<file path="src/rtl/strb_delay_gen.sv">
// Multi-channel tapped strobe delay: one shared shift line, per-channel tap,
// follow or fixed-width pulse mode, shadow config with post-load output blanking.
module strb_delay_gen #(
  parameter int N_CH  = 4,
  parameter int DEPTH = 64,
  parameter int TAP_W = 6,
  parameter int WID_W = 8
) (
  input  logic                    clk,
  input  logic                    rst,
  input  logic                    din,
  input  logic                    cfg_load,
  input  logic [N_CH*TAP_W-1:0]   tap_in,
  input  logic [N_CH*WID_W-1:0]   width_in,
  input  logic [N_CH-1:0]         mode_in,
  output logic                    busy,
  output logic [N_CH-1:0]         dout
);

  localparam int IDX_W = (DEPTH > 1) ? $clog2(DEPTH) : 1;
  localparam int BLK_W = $clog2(DEPTH + 1);
  localparam logic [IDX_W-1:0] TAP_MAX    = IDX_W'(DEPTH - 1);
  localparam logic [BLK_W-1:0] BLANK_INIT = BLK_W'(DEPTH);

  logic [DEPTH-1:0] line;

  logic [TAP_W-1:0] tap_q   [N_CH];
  logic [WID_W-1:0] width_q [N_CH];
  logic [N_CH-1:0]  mode_q;

  logic [BLK_W-1:0] blank_cnt;
  logic             blank_now;

  logic [IDX_W-1:0] sel  [N_CH];
  logic [WID_W-1:0] w_m1 [N_CH];
  logic [WID_W-1:0] cnt  [N_CH];
  logic [N_CH-1:0]  tapped;
  logic [N_CH-1:0]  prev;
  logic [N_CH-1:0]  rise;

  // No reset on the line so it maps onto shift-register primitives.
  always_ff @(posedge clk) begin
    line <= {line[DEPTH-2:0], din};
  end

  always_ff @(posedge clk) begin
    if (rst) begin
      for (int c = 0; c < N_CH; c++) begin
        tap_q[c]   <= '0;
        width_q[c] <= WID_W'(1);
      end
      mode_q <= '0;
    end else if (cfg_load) begin
      for (int c = 0; c < N_CH; c++) begin
        tap_q[c]   <= tap_in[c*TAP_W +: TAP_W];
        width_q[c] <= width_in[c*WID_W +: WID_W];
      end
      mode_q <= mode_in;
    end
  end

  always_ff @(posedge clk) begin
    if (rst) begin
      blank_cnt <= BLANK_INIT;
      busy      <= 1'b1;
    end else if (cfg_load) begin
      blank_cnt <= BLANK_INIT;
      busy      <= 1'b1;
    end else if (blank_cnt != '0) begin
      blank_cnt <= blank_cnt - 1'b1;
      busy      <= (blank_cnt != BLK_W'(1));
    end else begin
      busy      <= 1'b0;
    end
  end

  // A load blanks on its own edge so an in-flight pulse is cut immediately.
  assign blank_now = (blank_cnt != '0) | cfg_load;

  always_comb begin
    for (int c = 0; c < N_CH; c++) begin
      sel[c] = TAP_MAX;
      if (int'(tap_q[c]) < DEPTH) sel[c] = IDX_W'(tap_q[c]);
      tapped[c] = line[sel[c]];
      rise[c]   = tapped[c] & ~prev[c];
      w_m1[c]   = (width_q[c] == '0) ? '0 : width_q[c] - 1'b1;
    end
  end

  always_ff @(posedge clk) begin
    if (rst) begin
      for (int c = 0; c < N_CH; c++) begin
        cnt[c] <= '0;
      end
      dout <= '0;
      prev <= '1;
    end else begin
      prev <= tapped;
      for (int c = 0; c < N_CH; c++) begin
        if (blank_now) begin
          dout[c] <= 1'b0;
          cnt[c]  <= '0;
        end else if (!mode_q[c]) begin
          dout[c] <= tapped[c];
        end else if (dout[c]) begin
          // Active pulse: rises are ignored, including on the terminal cycle.
          if (cnt[c] != '0) cnt[c] <= cnt[c] - 1'b1;
          else dout[c] <= 1'b0;
        end else if (rise[c]) begin
          dout[c] <= 1'b1;
          cnt[c]  <= w_m1[c];
        end
      end
    end
  end

endmodule

</file>
<file path="config.mk">
export PLATFORM = sky130hd
export DESIGN_NAME = strb_delay_gen
export DESIGN_NICKNAME = d
export VERILOG_FILES = /design/src/rtl/strb_delay_gen.sv
export SDC_FILE = /design/constraint.sdc
export NUM_CORES = 1
export LEC_CHECK = 0
export BUFFER_PORTS_ARGS = -buffer_cell sky130_fd_sc_hd__buf_2
export CELL_PAD_IN_SITES_DETAIL_PLACEMENT = 0
export CELL_PAD_IN_SITES_GLOBAL_PLACEMENT = 1
export CORE_MARGIN = 5
export CORE_UTILIZATION = 45
export CTS_BUF_LIST = sky130_fd_sc_hd__clkbuf_4 sky130_fd_sc_hd__clkbuf_8
export DETAILED_ROUTE_END_ITERATION = 8
export PLACE_DENSITY = 0.72
export SKIP_CTS_REPAIR_TIMING = 1
export SLEW_MARGIN = 20
export SYNTH_ARGS = -nofsm -noshare
export SYNTH_HDL_FRONTEND = slang
export SYNTH_SLANG_ARGS = --single-unit
</file>
<file path="constraint.sdc">
create_clock -name clk -period 2.7 [get_ports clk]
set_input_delay 0.27 -clock clk [delete_from_list [all_inputs] [get_ports clk]]
set_output_delay 0.27 -clock clk [all_outputs]
set_load 0.01 [all_outputs]
</file>
==> out/metrics.yaml <==
clocking:
  cts_sinks: 172
  clock_latency_ps: 470
  clockRootBuffer: "sky130_fd_sc_hd__clkbuf_8"
  clock_slew_at_reported_path_ffs_ps: 100
  h-tree-depth: 4
  tritoncts: "yes"
  cts-root-to-sink-buffers: 2
  cts_bufs_inserted: 17
yosys:
  synth_simple_gate_area_share: 0.156
  synth_area_leader_cell: "sky130_fd_sc_hd__edfxtp_1"
  netlist.area_leader.share: 0.291
  synth_ff_type: "sky130_fd_sc_hd__edfxtp_1"
  synth_top_family_by_area: "multiplexers"
  xor_xnor_portion_of_the_synthesized_cell_area: 0.0415
  synth-compound-area-share: 0.0896
  mapped_area_mm2: 0.00908
  synth.ff_latch_count: 172
  synth.top_cells.by_area: "sky130_fd_sc_hd__edfxtp_1 29%, sky130_fd_sc_hd__dfxtp_1 19%, sky130_fd_sc_hd__mux4_2 8.7%"
  synth_edf_count: 88
  synth_cell_types: 67
  post_synth.cell_area_avg_um2: 11.8
  ys_seq_area_frac: 0.476
  syn-num-nets: 847
  async_reset_ff_frac: 0
  post_synth_fa_ha_maj_area_fraction: 0.0207
  syn-instance-count: 768
  muxShareOfSynthArea: 0.178
  synth_warnings: 0
global_route:
  grt_antenna_before_repair: 0
  combined_global_route_utilization_of_all_metal_layers: 0.184
  via_count_of_the_first_global_routing_pass: 6316
  grt_first_pass_wirelength_mm: 34.3
  gr_overflow_total: 0
  pin_count_of_the_biggest_net_entering_global_routing: 42
floorplan:
  ios: 69
  die_x_um: 152
  floorplan.die.height_um: 152
  die-area_mm2: 0.0231
  start_util: 0.453
  core_area_mm2: 0.0200
  placementRows: 52
timing:
  holdWs_ps: 47.0
  rsz0062_at_grt: "false"
  setup_viol_count_final: 0
  max_clock_freq_mhz: 385
  fin_crit_sh: 0.963
  slew-limit-headroom: 0.461
  timing_worst_slew_pin_value_ps: 802
  timing.final.max_slew_violations: 0
  finalCriticalPeriod_ps: 2600
  setup_total_negative_slack_ps: 0
  hold_viol_final: 0
  clock_skew_ps: 17.7
route:
  final_antenna_net_count: 0
  dr.first_iter.drc_count: 545
  vias: 6393
  vias_per_cell: 5.64
  first_pass_iters: 5
  postRouteWirelength_mm: 21.2
  routed_wire_length_per_instance_um: 18.7
  route.detailed.drc: 0
status:
  run_status: "completed"
pwr:
  power_per_cell_area_mw_per_mm2: 577
  report.power.total_mw: 5.94
  max-vdd-ir-drop_uv: 292
  total_leakage_power_nw: 4.02
critical_path:
  timing.critical_path.arrival_ps: 2820
  crit_required_ps: 2920
  critical_path.startpoint_type: "flop"
  end_kind: "flop"
  criticalPathCategory: "reg -> reg"
  worstPathMaxFanout: 21
finish:
  post-route-util: 0.513
  post_route_cells_drive_above_1_share: 0.220
  area.growth.synth_to_final_pct: 13.3
  n_fill_cell: 1809
  inserted_diodes: 0
  final_net_count: 930
place:
  detailedPlacementHpwl_mm: 15.8
  place.gp.congestion: 0.923
  port_buffers: 68
flow_run:
  max_cap_violations: 0
hold_path:
  hold_path_class: "in -> reg"
[critical path, stage by stage (launching register included)]
cell                        delay [ps]
sky130_fd_sc_hd__edfxtp_1          380
sky130_fd_sc_hd__buf_12            200
sky130_fd_sc_hd__mux4_2            520
sky130_fd_sc_hd__mux2_2            280
sky130_fd_sc_hd__o21ai_0           150
sky130_fd_sc_hd__a2bb2oi_1         410
sky130_fd_sc_hd__o211ai_1          200
sky130_fd_sc_hd__buf_4             200
[area by class of cell]
cell class,count,area (µm²),area share
multi-input combinational,528,4420,0.430
tap,270,338,0.0329
timing repair buffer,103,672,0.0653
inverter,29,109,0.0106
sequential,172,4320,0.421
clock inverter,14,175,0.0170
clock buffer,18,241,0.0235
[path summary, 6_finish.rpt]
kind | startpoint | end | slack (ps) | depth (start not counted)
setup reg to reg | tap_q[1][0] | cnt[1][4] | 100 | 7
hold / removal | mode_in[3] | mode_q[3] | 50 | 3
hold reg to reg | line[53] | line[54] | 410 | 0
setup / recovery | tap_q[1][0] | cnt[1][4] | 100 | 7
[per-layer routing]
metal	GRT usage	share of wire	vias to the layer above
li1	-	-	3069
met3	0.0441	0.060	21
met5	0	0	-
met4	0.0492	0.012	0
met1	0.243	0.44	3085
met2	0.305	0.49	218
[state kept, by name, indices dropped and copies added (netlist names)]
| signal | count |
|---|---|
| prev | 4 |
| blank_cnt | 7 |
| busy | 1 |
| width_q | 32 |
| mode_q | 4 |
| line | 64 |
| cnt | 32 |
| dout | 4 |
| tap_q | 24 |
[stage by stage]
stage / setup WS [ps] / area, µm² / std cells
floorplan: 203 / 9080 / 768
global placement: 20.4 / 9810 / 1096
detailed placement: -12.3 / 9810 / 1096
CTS: -36.9 / 10200 / 1128
global route: 2.94 / 10300 / 1134
finish: 99.3 / 10300 / 1134
[placed cells by master, fill, tap and decap left out, types with 18 or more instances in the layout]
cell / netlist / final
sky130_fd_sc_hd__buf_2: 9 / 68
sky130_fd_sc_hd__and2_1: 54 / 54
sky130_fd_sc_hd__dfxtp_1: 84 / 84
sky130_fd_sc_hd__edfxtp_1: 88 / 88
sky130_fd_sc_hd__nor2_1: 44 / 44
sky130_fd_sc_hd__buf_4: 8 / 28
sky130_fd_sc_hd__nor2b_1: 19 / 18
sky130_fd_sc_hd__mux2i_1: 67 / 67
sky130_fd_sc_hd__xnor2_1: 31 / 31
sky130_fd_sc_hd__mux4_2: 35 / 35
sky130_fd_sc_hd__nand2_1: 33 / 33
sky130_fd_sc_hd__nand3_1: 21 / 20
sky130_fd_sc_hd__inv_1: 29 / 28
[power breakdown]
| part | leakage (nW) | switching, mW | internal, mW |
|---|---|---|---|
| clock network | 0.219 | 1.01 | 0.945 |
| registers | 1.69 | 0.186 | 2.89 |
| logic | 2.11 | 0.432 | 0.477 |
[cell families (layout without fill, tap and decap cells)]
group | after synthesis | after routing
multiplexers | 112 | 112
adder cells (fa/ha/maj) | 15 | 15
AO/OA/AOI/OAI | 104 | 104
flip-flops | 172 | 172
AND/OR/NAND/NOR | 254 | 254
buffers and inverters | 68 | 164
XOR/XNOR | 43 | 43
[synth_stat cells, types with 12 or more instances]
| master | n |
|---|---|
| sky130_fd_sc_hd__nor3_1 | 14 |
| sky130_fd_sc_hd__o22ai_1 | 15 |
| sky130_fd_sc_hd__ha_1 | 15 |
| sky130_fd_sc_hd__a22oi_1 | 12 |
| sky130_fd_sc_hd__and2_1 | 54 |
| sky130_fd_sc_hd__xnor2_1 | 31 |
| sky130_fd_sc_hd__inv_1 | 29 |
| sky130_fd_sc_hd__dfxtp_1 | 84 |
| sky130_fd_sc_hd__mux4_2 | 35 |
| sky130_fd_sc_hd__nor2_1 | 44 |
| sky130_fd_sc_hd__o32ai_1 | 16 |
| sky130_fd_sc_hd__edfxtp_1 | 88 |
| sky130_fd_sc_hd__clkbuf_1 | 15 |
| sky130_fd_sc_hd__mux2i_1 | 67 |
| sky130_fd_sc_hd__nand2_1 | 33 |
| sky130_fd_sc_hd__nand3_1 | 21 |
| sky130_fd_sc_hd__nor2b_1 | 19 |
| sky130_fd_sc_hd__xor2_1 | 12 |
Power figures use the tool's default switching activity.
